### config.mk
export PLATFORM = sky130hd
export DESIGN_NAME = program_loader_flat
export DESIGN_NICKNAME = d
export VERILOG_FILES = /design/src/rtl/program_loader_if.sv /design/src/rtl/program_loader.sv /design/src/flat_wrapper.sv
export SDC_FILE = /design/constraint.sdc
export NUM_CORES = 1
export LEC_CHECK = 0
export BUFFER_PORTS_ARGS = -buffer_cell sky130_fd_sc_hd__buf_4
export CAP_MARGIN = 10
export CORE_MARGIN = 3
export CORE_UTILIZATION = 50
export DETAILED_ROUTE_END_ITERATION = 10
export HOLD_SLACK_MARGIN = 0.1
export PLACE_DENSITY = 0.82
export SYNTH_ARGS = -nofsm -noshare
export SYNTH_HDL_FRONTEND = slang
export SYNTH_SLANG_ARGS = --single-unit
export TNS_END_PERCENT = 20
### constraint.sdc
create_clock -name clk -period 4.1 [get_ports clk]
set_clock_uncertainty 0.2 [all_clocks]
set_input_delay 0.82 -clock clk [delete_from_list [all_inputs] [get_ports clk]]
set_output_delay 0.82 -clock clk [all_outputs]
set_load 0.05 [all_outputs]
### src/rtl/program_loader_if.sv
// Host beat stream between the instruction source and the program loader.
// The host drives valid/data/last; the loader answers with ready.
interface program_loader_if #(
    parameter int HOST_W = 16
) ();
    logic              host_valid;
    logic              host_ready;
    logic [HOST_W-1:0] host_data;
    logic              host_last;

    modport master (output host_valid, output host_data, output host_last, input host_ready);
    modport slave  (input host_valid, input host_data, input host_last, output host_ready);
endinterface

### src/rtl/program_loader.sv
// Assembles 16-bit host beats into 32-bit instructions, writes them to program memory
// and arms run_program. Optional beat checksum: define PROGRAM_LOADER_CHECKSUM_EN.
//
// state   | meaning
// IDLE    | waiting for load_start (also the landing state after a protocol/checksum error)
// LOAD_HI | expecting the high half of the next instruction
// LOAD_LO | expecting the low half; the write is issued on its accept
// COMMIT  | final write in flight; pc_max latched here
// ARMED   | program loaded, run_program high until the next load_start
module program_loader #(
    parameter int ADDR_W = 10,
    parameter int HOST_W = 16
) (
    input  logic                clk,
    input  logic                rst,
    input  logic                load_start,
    program_loader_if.slave     host,
    output logic                mem_we,
    output logic [ADDR_W-1:0]   mem_wr_addr,
    output logic [2*HOST_W-1:0] mem_wr_data,
    output logic [31:0]         pc_max,
    output logic                run_program,
    output logic                busy,
    output logic                err_proto,
`ifdef PROGRAM_LOADER_CHECKSUM_EN
    input  logic [HOST_W-1:0]   csum_exp,
    output logic [HOST_W-1:0]   csum,
    output logic                err_csum,
`endif
    output logic                err_ovf
);

    typedef enum logic [2:0] {
        IDLE    = 3'd0,
        LOAD_HI = 3'd1,
        LOAD_LO = 3'd2,
        COMMIT  = 3'd3,
        ARMED   = 3'd4
    } state_t;

    state_t            state;
    logic [ADDR_W:0]   count;
    logic [HOST_W-1:0] hi_hold;
    logic              accept;

    assign host.host_ready = (state == LOAD_HI) || (state == LOAD_LO);
    assign busy            = (state == LOAD_HI) || (state == LOAD_LO) || (state == COMMIT);
    assign accept          = host.host_valid && host.host_ready;

    always_ff @(posedge clk or posedge rst) begin
        if (rst) begin
            state       <= IDLE;
            count       <= '0;
            hi_hold     <= '0;
            mem_we      <= 1'b0;
            mem_wr_addr <= '0;
            mem_wr_data <= '0;
            pc_max      <= '0;
            run_program <= 1'b0;
            err_proto   <= 1'b0;
            err_ovf     <= 1'b0;
`ifdef PROGRAM_LOADER_CHECKSUM_EN
            csum        <= '0;
            err_csum    <= 1'b0;
`endif
        end else begin
            mem_we <= 1'b0;
            // load_start overrides everything, including a beat accepted this same cycle
            if (load_start) begin
                state       <= LOAD_HI;
                count       <= '0;
                pc_max      <= '0;
                run_program <= 1'b0;
                err_proto   <= 1'b0;
                err_ovf     <= 1'b0;
`ifdef PROGRAM_LOADER_CHECKSUM_EN
                csum        <= '0;
                err_csum    <= 1'b0;
`endif
            end else begin
`ifdef PROGRAM_LOADER_CHECKSUM_EN
                if (accept) begin
                    csum <= csum + host.host_data;
                end
`endif
                case (state)
                    IDLE: ;
                    LOAD_HI: begin
                        if (accept) begin
                            if (host.host_last) begin
                                err_proto <= 1'b1;
                                state     <= IDLE;
                            end else begin
                                hi_hold <= host.host_data;
                                state   <= LOAD_LO;
                            end
                        end
                    end
                    LOAD_LO: begin
                        if (accept) begin
                            // count's top bit set means memory is already full
                            if (!count[ADDR_W]) begin
                                mem_we      <= 1'b1;
                                mem_wr_addr <= count[ADDR_W-1:0];
                                mem_wr_data <= {hi_hold, host.host_data};
                                count       <= count + 1'b1;
                            end else begin
                                err_ovf <= 1'b1;
                            end
                            state <= host.host_last ? COMMIT : LOAD_HI;
                        end
                    end
                    COMMIT: begin
                        pc_max <= 32'(count);
`ifdef PROGRAM_LOADER_CHECKSUM_EN
                        if (csum != csum_exp) begin
                            err_csum <= 1'b1;
                            state    <= IDLE;
                        end else begin
                            run_program <= 1'b1;
                            state       <= ARMED;
                        end
`else
                        run_program <= 1'b1;
                        state       <= ARMED;
`endif
                    end
                    ARMED: ;
                    default: state <= IDLE;
                endcase
            end
        end
    end

endmodule

### src/flat_wrapper.sv
// flat-port wrapper written by rule: the top's interface ports become plain ports
module program_loader_flat 
#(
    parameter int ADDR_W = 10,
    parameter int HOST_W = 16
)
  (clk, rst, load_start, mem_we, mem_wr_addr, mem_wr_data, pc_max, run_program, busy, err_proto, err_ovf, host_host_valid, host_host_data, host_host_last, host_host_ready);
  program_loader_if #(.HOST_W(HOST_W)) host_i ();
  input  logic clk;
  input  logic rst;
  input  logic load_start;
  output logic mem_we;
  output logic [ADDR_W-1:0] mem_wr_addr;
  output logic [2*HOST_W-1:0] mem_wr_data;
  output logic [31:0] pc_max;
  output logic run_program;
  output logic busy;
  output logic err_proto;
  output logic err_ovf;
  input wire logic [$bits(host_i.host_valid)-1:0] host_host_valid;
  input wire logic [$bits(host_i.host_data)-1:0] host_host_data;
  input wire logic [$bits(host_i.host_last)-1:0] host_host_last;
  output wire logic [$bits(host_i.host_ready)-1:0] host_host_ready;
  assign host_i.host_valid = host_host_valid;
  assign host_i.host_data = host_host_data;
  assign host_i.host_last = host_host_last;
  assign host_host_ready = host_i.host_ready;
  program_loader #(.ADDR_W(ADDR_W), .HOST_W(HOST_W)) u_core (.clk(clk), .rst(rst), .load_start(load_start), .host(host_i), .mem_we(mem_we), .mem_wr_addr(mem_wr_addr), .mem_wr_data(mem_wr_data), .pc_max(pc_max), .run_program(run_program), .busy(busy), .err_proto(err_proto), .err_ovf(err_ovf));
endmodule
==> results of run 1 <==
[placed cells by master (no fill, tap or decap), types with 2 or more instances in the layout]
cell | Yosys | layout
sky130_fd_sc_hd__dfrtp_1 | 87 | 87
sky130_fd_sc_hd__buf_4 | 21 | 81
sky130_fd_sc_hd__mux2_2 | 53 | 53
sky130_fd_sc_hd__nand2_1 | 23 | 23
sky130_fd_sc_hd__conb_1 | 1 | 21
sky130_fd_sc_hd__a21oi_1 | 19 | 19
sky130_fd_sc_hd__nor2_1 | 16 | 16
sky130_fd_sc_hd__mux2_4 | 10 | 10
sky130_fd_sc_hd__clkbuf_8 | 0 | 9
sky130_fd_sc_hd__nor2b_1 | 6 | 6
sky130_fd_sc_hd__nand3_1 | 6 | 6
sky130_fd_sc_hd__clkinv_2 | 0 | 5
sky130_fd_sc_hd__nor4_1 | 4 | 4
sky130_fd_sc_hd__inv_1 | 4 | 3
sky130_fd_sc_hd__or4_1 | 3 | 3
sky130_fd_sc_hd__nand4_1 | 3 | 3
sky130_fd_sc_hd__or3_1 | 2 | 2
sky130_fd_sc_hd__nand3b_1 | 2 | 2
sky130_fd_sc_hd__o21ai_0 | 2 | 2
sky130_fd_sc_hd__o31ai_1 | 2 | 2
[final cells by class]
cell class	count	share of cell area, %
Tap cell	99	2.74
Clock inverter	5	1.11
Timing Repair Buffer	81	13.4
Inverter	4	0.360
Clock buffer	10	2.82
Sequential cell	87	48.1
Multi-Input combinational cell	187	31.4
[registers in the layout, summed over array words and instances (netlist names), 3 cells and up]
signal,count
u_core.mem_wr_addr,10
u_core.pc_max,11
u_core.mem_wr_data,32
u_core.hi_hold,16
u_core.count,11
u_core.state,3
[metal layers]
metal | vias up | GRT usage (%)
li1 | 1126 | -
met1 | 1207 | 22.6
met2 | 78 | 27.1
met3 | 4 | 6.68
met4 | 0 | 5.25
met5 | - | 0
[where the power goes]
group	switching [mW]	leakage (nW)	total [mW]	internal [mW]
Combinational	0.322	0.994	0.495	0.174
Sequential	0.0533	1.16	1.01	0.953
Clock	0.280	0.0957	0.554	0.274
Total	0.655	2.25	2.06	1.40
[worst paths after layout]
check | from | endpoint | slack [ns] | cells after the start
max in group asynchronous | rst | u_core.pc_max[8]$_DFFE_PP0P_ | 2.42 | 3
worst max register to register | u_core.state[2]$_DFFE_PP0P_ | u_core.mem_wr_data[23]$_DFFE_PP0P_ | 1.59 | 4
worst max-delay path | u_core.state[2]$_DFFE_PP0P_ | u_core.mem_wr_data[23]$_DFFE_PP0P_ | 1.59 | 4
min in group asynchronous | rst | u_core.mem_wr_data[17]$_DFFE_PP0P_ | 0.60 | 3
worst min register to register | u_core.mem_wr_data[5]$_DFFE_PP0P_ | u_core.mem_wr_data[5]$_DFFE_PP0P_ | 0.30 | 1
worst min-delay path | u_core.mem_wr_data[5]$_DFFE_PP0P_ | u_core.mem_wr_data[5]$_DFFE_PP0P_ | 0.30 | 1
[per-stage QoR]
stage | std cells | setup slack (ns) | utilization (%) | total power, mW
global placement | 458 | 1.32 | 59.3 | 1.51
detailed placement | 458 | 1.26 | 59.3 | 1.52
global route | 473 | 1.42 | 61.7 | 2.16
floorplan | 317 | 0.830 | - | 1.40
CTS | 473 | 1.59 | 61.7 | 2.08
finish | 473 | 1.59 | 61.7 | 2.06
[cell usage after synthesis, drive strengths merged, types with 2 or more instances]
cell type,count
dfrtp,87
mux2,64
buf,31
nand2,23
a21oi,19
nor2,16
clkbuf,8
nand3,6
nor2b,6
inv,4
nor4,4
nand4,3
or4,3
nand3b,2
nand4bb,2
nor3,2
o21ai,2
o31ai,2
or3,2
[logic make-up after synthesis]
family / after synthesis
xor+xnor: 1
fa+ha+maj: 1
flops: 87
other cells: 1
compound gates: 26
buf+inv: 43
simple gates: 74
mux: 64
==> run summary, run 1 <==
The run finished with clean final reports. Summing all non-filler instances in the final layout gives an area of 0.00452 sq mm. Critical path's top delay family: simple AND/OR/NAND/NOR gates.

The worst slack on hold paths is 0.301 ns, and the largest fanout on the critical path is 34. A synthesized cell averages 12.8 sq um. In the synthesized netlist the async set-or-reset flop fraction comes to 100%. Worst slew margin relative to its limit: 29.8%. Once the floorplan was initialized, standard cells occupied 52.0% of the core. TritonCTS created 9 clock buffers. The actual slew at the worst max-slew pin is 1.05 ns, and the signed area change from the synthesized netlist to the final layout is 18.8%.

Setup violations remaining at the end of the flow were counted as 0. Clock tree synthesis found a total of 87 sinks. The global-route wire length before repair was 11.9 mm.

Post-detailed-route wirelength per cell: 14.9 microns. Once detail routing completed, the nets flagged for antenna violations numbered 0. The die is 93.3 microns wide. STA classifies the critical path startpoint as a flop.

After Yosys synthesis, full adders, half adders and majority gates account for 0.329% of the synthesized area. In the final layout, flip-flops and latches occupy 0.00218 sq mm. The number of storage elements in the synthesis netlist was 87. The tools report the static leakage as 2.25 nW.

Cell type of the slowest stage on the worst timing path: sky130_fd_sc_hd__dfrtp_1. After clock tree synthesis, the clock-pin slew on the worst setup and hold paths is 0.08 ns. The first TritonRoute pass finished after 4 iterations.

The data required time of the critical path came out at 4.13 ns. The fraction of the yosys area taken by sequential cells is 57.2%, and the top-level port count is 101. The kind of capture point of the worst setup path is a flop. The fraction of synthesized area in multiplexers was 19.9%. The initial antenna violation count is 0. The number of antenna diodes in the final layout is 0. The total overflow left after global routing is 0. The tools report the final-stage net count as 392. The routed design uses 3.52 mm of met2 wire. Setup repair after global routing left no endpoint under its margin. The met3 routed wirelength was 548 microns. CTS built an H-tree with a depth of 3.

The clock insertion delay at the later pin of the skew report came out at 0.34 ns. The final critical path takes up 61.2% of the cycle. The max-slew violation count is 0, and the number of global-route vias before repair is 2473. Synthesis produced 297 cells. The region available for standard cell placement spans 0.00733 sq mm. The tool flagged a number of max-cap violations equal to 0.

The synthesized design contains 0 enable-type register cells. After detailed routing, the number of remaining DRC violations is 0. For this block, the via count after detailed routing is 2415. The classification of the worst setup path is reg -> reg. CTS placed an instance of sky130_fd_sc_hd__clkbuf_8 at the clock tree root. Gates resized during post-CTS repair numbered 0.

The number of buffers and inverters on the critical path was 1. The total cell area at the placement stage was 0.00435 sq mm. Routability-driven placement finished with a final weighted congestion of 0.797.

Static timing analysis puts the maximum clock frequency at 398 MHz. Counting I/O delays and the setup requirement, the final critical path takes 2.51 ns. The areal power density over the cells came out at 454 mW/mm^2.

In the synthesized netlist the dominant register cell turns out to be sky130_fd_sc_hd__dfrtp_1. The fraction of final layout cells with drive strength greater than 1 is 43.9%, and the routed via count divided by cell count is 5.11. Summed over all instances, the cell type with the most area after synthesis is sky130_fd_sc_hd__dfrtp_1. After clock tree synthesis, the flow added hold-fix buffers numbering 0. For the final wirelength, the log shows 7.05 mm. The portion of synthesized cell area occupied by the leading cell type is 57.2%, and the synthesized cell area is 0.00381 sq mm. TritonCTS built the clock tree.

For this run, the total global-route usage over all layers was measured as 17.4%. The post-CTS setup-driven buffer insertion count was 0; the simple logic cell fraction of the synthesized area was 10.9%. Total negative slack for setup checks: 0 ns.

The tools report the yosys synthesis warning count as 0. The floorplan has 31 rows. Uppermost metal layer occupied by signal nets: met4.

Across the VDD grid, the largest voltage drop is 0.320 mV. For the area of the multi-input gates, the log shows 0.00142 sq mm. The logs give 88 for the maximum number of pins on one net before global-route repair and 127 for the initial DRC count.

The tools report the final hold violation count as 0. In this run the deepest clock path goes through 2 buffers. The delay of the slowest cell on the worst path was 0.48 ns. The main combinational cell family by area after synthesis is multiplexers. The compound-gate portion of the synthesized area is 3.81%. The tools report the number of different library cells in the post-synthesis netlist as 37.

The type of the tightest min-delay check was reg -> reg. The post-synthesis xor/xnor area fraction came out at 0.230%. Sorting the synthesized cells by area gives the leading types as sky130_fd_sc_hd__dfrtp_1 (57%), sky130_fd_sc_hd__mux2_2 (16%), sky130_fd_sc_hd__buf_4 (4.1%). The floorplan step defined a die boundary enclosing 0.00870 sq mm.

The tools report the final-layout fill cell count as 592. STA puts the critical path data arrival time at 2.54 ns. The vertical die dimension works out to 93.3 microns. Detailed placement ended at an HPWL of 4.86 mm. The routed length on met1 was 2.93 mm. The critical path goes through nand4bb_4, nor3_4, buf_4, mux2_2. Input and output buffers added on the ports amount to 79.
(Power assumes the default switching activity.)
==> run 2: changes to the inputs <==
CORE_UTILIZATION = 47   (was 50)
PLACE_DENSITY = 0.81   (was 0.82)
clock period = 2.15 ns   (was 4.1 ns; I/O delays follow)
==> run 2 against run 1 <==
Utilization shrank 0.88 points. Routed wire length up 1.5%. Total power up 100%. Setup slack got worse by 1.5 ns. Largest power group unchanged. Sequential power is 89% higher. Clock-buffer cell count is 1 lower. Clock power is 120% higher. Combinational power increased by 96%. Largest cell class unchanged. Critical path depth unchanged. Sequential share of layout area fell by 2.3 points. Highest routed layer unchanged. Critical endpoint is now host_host_ready. First-iteration DRC count is 0.79% lower.
==> run summary, run 2 (synthesis gave the netlist of run 1 again) <==
The vertical die dimension works out to 96.0 microns (was 93.3 microns). The flow ran to the end, and the final reports show no timing, DRC or antenna violations. For the finished layout, the period the worst path requires is 2.03 ns. The tools report the total power as 4.12 mW (was 2.06 mW). The number of global-route vias before repair was 2429 (was 2473). The final wirelength came out at 7.15 mm (was 7.05 mm).

The final global-route overflow total was 0 (unchanged); the share of the clock period used by the worst path after layout was 94.2%. The areal power density over the cells was 867 mW/mm^2 (was 454 mW/mm^2). The routed via count divided by cell count works out to 5.01 (was 5.11). The run gives 0 (unchanged) as the initial antenna violation count. The tools report the post-CTS setup-driven buffer insertion count as 0 (unchanged). The end of the worst hold path was u_core.hi_hold[6]$_DFFE_PP0P_ (was u_core.mem_wr_data[5]$_DFFE_PP0P_).

The critical path's top delay family was flip-flops (was simple AND/OR/NAND/NOR gates). The maximum number of pins on one net before global-route repair came out at 88 (unchanged). The clock transition at the registers of the reported paths works out to 0.09 ns (was 0.08 ns). The beginning of the worst register-to-register path is u_core.state[2]$_DFFE_PP0P_ (unchanged).

Delay of the slowest cell on the worst path: 0.44 ns (was 0.48 ns). The post-detailed-route wirelength per cell was 14.5 microns (was 14.9 microns); the via total after detailed routing was 2472 (was 2415). The worst hold path depth was 2 (was 1). The tools report the final number of setup-violating endpoints as 0 (unchanged).

For the first-pass detailed-route iteration total, the log shows 4 (unchanged). Cell-by-cell trace of the critical path: buf_4, xnor2_1, nor2_1, buf_4 (was nand4bb_4, nor3_4, buf_4, mux2_2). The die boundary width works out to 96.0 microns (was 93.3 microns). The CTS H-tree depth came out at 3 (unchanged).

For the overall routing resource usage, the log shows 16.0% (was 17.4%). The antenna diode count was 0 (unchanged). The kind of capture point of the worst setup path is an output pin (was a flop). The maximum frequency from static timing analysis is 494 MHz. The top-level port count was 101 (unchanged); the final-stage net count was 408 (was 392).

The type of the tightest min-delay check is in -> reg (was reg -> reg). Global-route wire length before repair: 11.5 mm (was 11.9 mm). Fraction of final layout cells with drive strength greater than 1: 44.5% (was 43.9%).

The run gives 0 (unchanged) as the final antenna-violating net count. For the largest buffer count on any clock path, the log shows 2 (unchanged). The clock insertion delay at the later pin of the skew report is 0.35 ns (was 0.34 ns), and the number of buffers inserted during clock tree synthesis is 9 (unchanged). Number of standard-cell rows in the floorplan: 32 (was 31). The largest fanout on the critical path was 8 (was 34); the static leakage was 2.35 nW (was 2.25 nW).

Total die area: 0.00922 sq mm (was 0.00870 sq mm). The classification of the worst setup path was reg -> out (was reg -> reg). Largest register by flop count: u_core.mem_wr_data (unchanged).

The worst slack on hold paths came out at 0.121 ns (was 0.301 ns). The cell repeated most along the worst path was sky130_fd_sc_hd__buf_4. The signed area change from the synthesized netlist to the final layout came out at 24.7% (was 18.8%). The most common cell after layout, fill and taps aside is sky130_fd_sc_hd__dfrtp_1 (unchanged). The data arrival time of the critical path came out at 1.40 ns (was 2.54 ns). The total negative slack for setup checks is 0 ns (unchanged). Cell type of the slowest stage on the worst timing path: sky130_fd_sc_hd__dfrtp_1 (unchanged). Largest registers: u_core.mem_wr_data: 32 flops, u_core.hi_hold: 16 flops (unchanged).

The worst voltage drop across the vdd grid is 0.534 mV (was 0.320 mV), and the max-slew violation count is 0 (unchanged). Most used cells in the layout excluding fill and tap cells: sky130_fd_sc_hd__dfrtp_1 (87), sky130_fd_sc_hd__buf_4 (86), sky130_fd_sc_hd__mux2_2 (53) (was sky130_fd_sc_hd__dfrtp_1 (87), sky130_fd_sc_hd__buf_4 (81), sky130_fd_sc_hd__mux2_2 (53)). TritonCTS built the clock tree. The worst reg2reg path depth was 5 (was 4); the data required time of the critical path was 1.52 ns (was 4.13 ns).

Setup repair after global routing left no endpoint under its margin. For the total core area, the log shows 0.00781 sq mm (was 0.00733 sq mm). The tools report the type of element launching the critical path as a flop (unchanged). Total DRC errors in the routed layout: 0 (unchanged). The end of the worst register-to-register path is u_core.hi_hold[14]$_DFFE_PP0P_ (was u_core.mem_wr_data[23]$_DFFE_PP0P_).

The number of sinks driven by the clock tree was 87 (unchanged); the placer's final routability congestion estimate was 0.799 (was 0.797). Hold path startpoint: host_host_data[6] (was u_core.mem_wr_data[5]$_DFFE_PP0P_). Cell at the root of the clock tree: sky130_fd_sc_hd__clkbuf_8 (unchanged). The number of buffers and inverters on the critical path is 2 (was 1). The effective utilization at floorplan was 48.8% (was 52.0%). For the final hold violation count, the log shows 0 (unchanged). For the count of max-cap constraint violations, the log shows 0 (unchanged). The initial DRC count came out at 126 (was 127). The register-to-register setup slack came out at 0.21 ns (was 1.59 ns). Number of flip-flops in the largest register: 32 (unchanged). The placed wire-length estimate after detailed placement is 4.89 mm (was 4.86 mm), and the number of port buffers is 79 (unchanged).
-- run 2: changes by cell type in the layout (fill, tap and decap cells not counted), sizes merged --
cell and delta:
clkinv -2, dlygate4sd3 +8, clkinvlp +2, buf +8, bufinv +1, clkbuf -1
inv +1
-- run 2: repair_timing --
action	4_1_cts	5_1_grt
hold buffers	8	0
endpoints found under the setup margin	0	0
resized for setup	0	0
endpoints found under the hold margin	97	0
-- run 2: final cells by class --
class,count,area [sq um]
Clock buffer,9,124
Clock inverter,7,95.1
Fill cell,622,3060
Inverter,4,18.8
Multi-Input combinational cell,187,1420
Sequential cell,87,2180
Tap cell,102,128
Timing Repair Buffer,97,786
-- run 2: worst max path at each step --
stage | startpoint | end | slack [ns] | cells past startpoint
6_report | u_core.state[1]$_DFFE_PP0P_ | host_host_ready | 0.12 | 4
4_1_cts | u_core.state[1]$_DFFE_PP0P_ | host_host_ready | 0.10 | 4
2_1_floorplan | u_core.state[0]$_DFFE_PP0P_ | host_host_ready | 0.26 | 3
5_1_grt | u_core.state[1]$_DFFE_PP0P_ | host_host_ready | 0.02 | 4
3_3_place_gp | host_host_valid | u_core.mem_wr_data[0]$_DFFE_PP0P_ | 0.20 | 5
3_5_place_dp | host_host_valid | u_core.mem_wr_data[18]$_DFFE_PP0P_ | 0.14 | 5
-- run 2: stage by stage --
step,worst slack [ns],std cells,cell area [sq um],util [%]
after floorplan,0.258,317,3890,-
after detailed placement,0.143,469,4450,57.0
after CTS,0.102,493,4750,60.8
after global routing,0.0229,493,4750,60.8
after global placement,0.197,469,4450,57.0
final,0.125,493,4750,60.8
-- run 2: routing by layer --
layer  global-route usage [%]  wire length [microns]  part of all wire, %
met3                     3.91                    365                  5.1
met2                     26.0                   3610                   50
met4                     6.87                    133                  1.9
met5                        0                      0                    0
met1                     20.5                   3050                   43
-- run 2: where the power goes --
part / internal, mW / total, mW / switching [mW]
registers: 1.82 / 1.91 / 0.0948
clock network: 0.656 / 1.24 / 0.579
logic: 0.349 / 0.971 / 0.621
total: 2.82 / 4.12 / 1.30
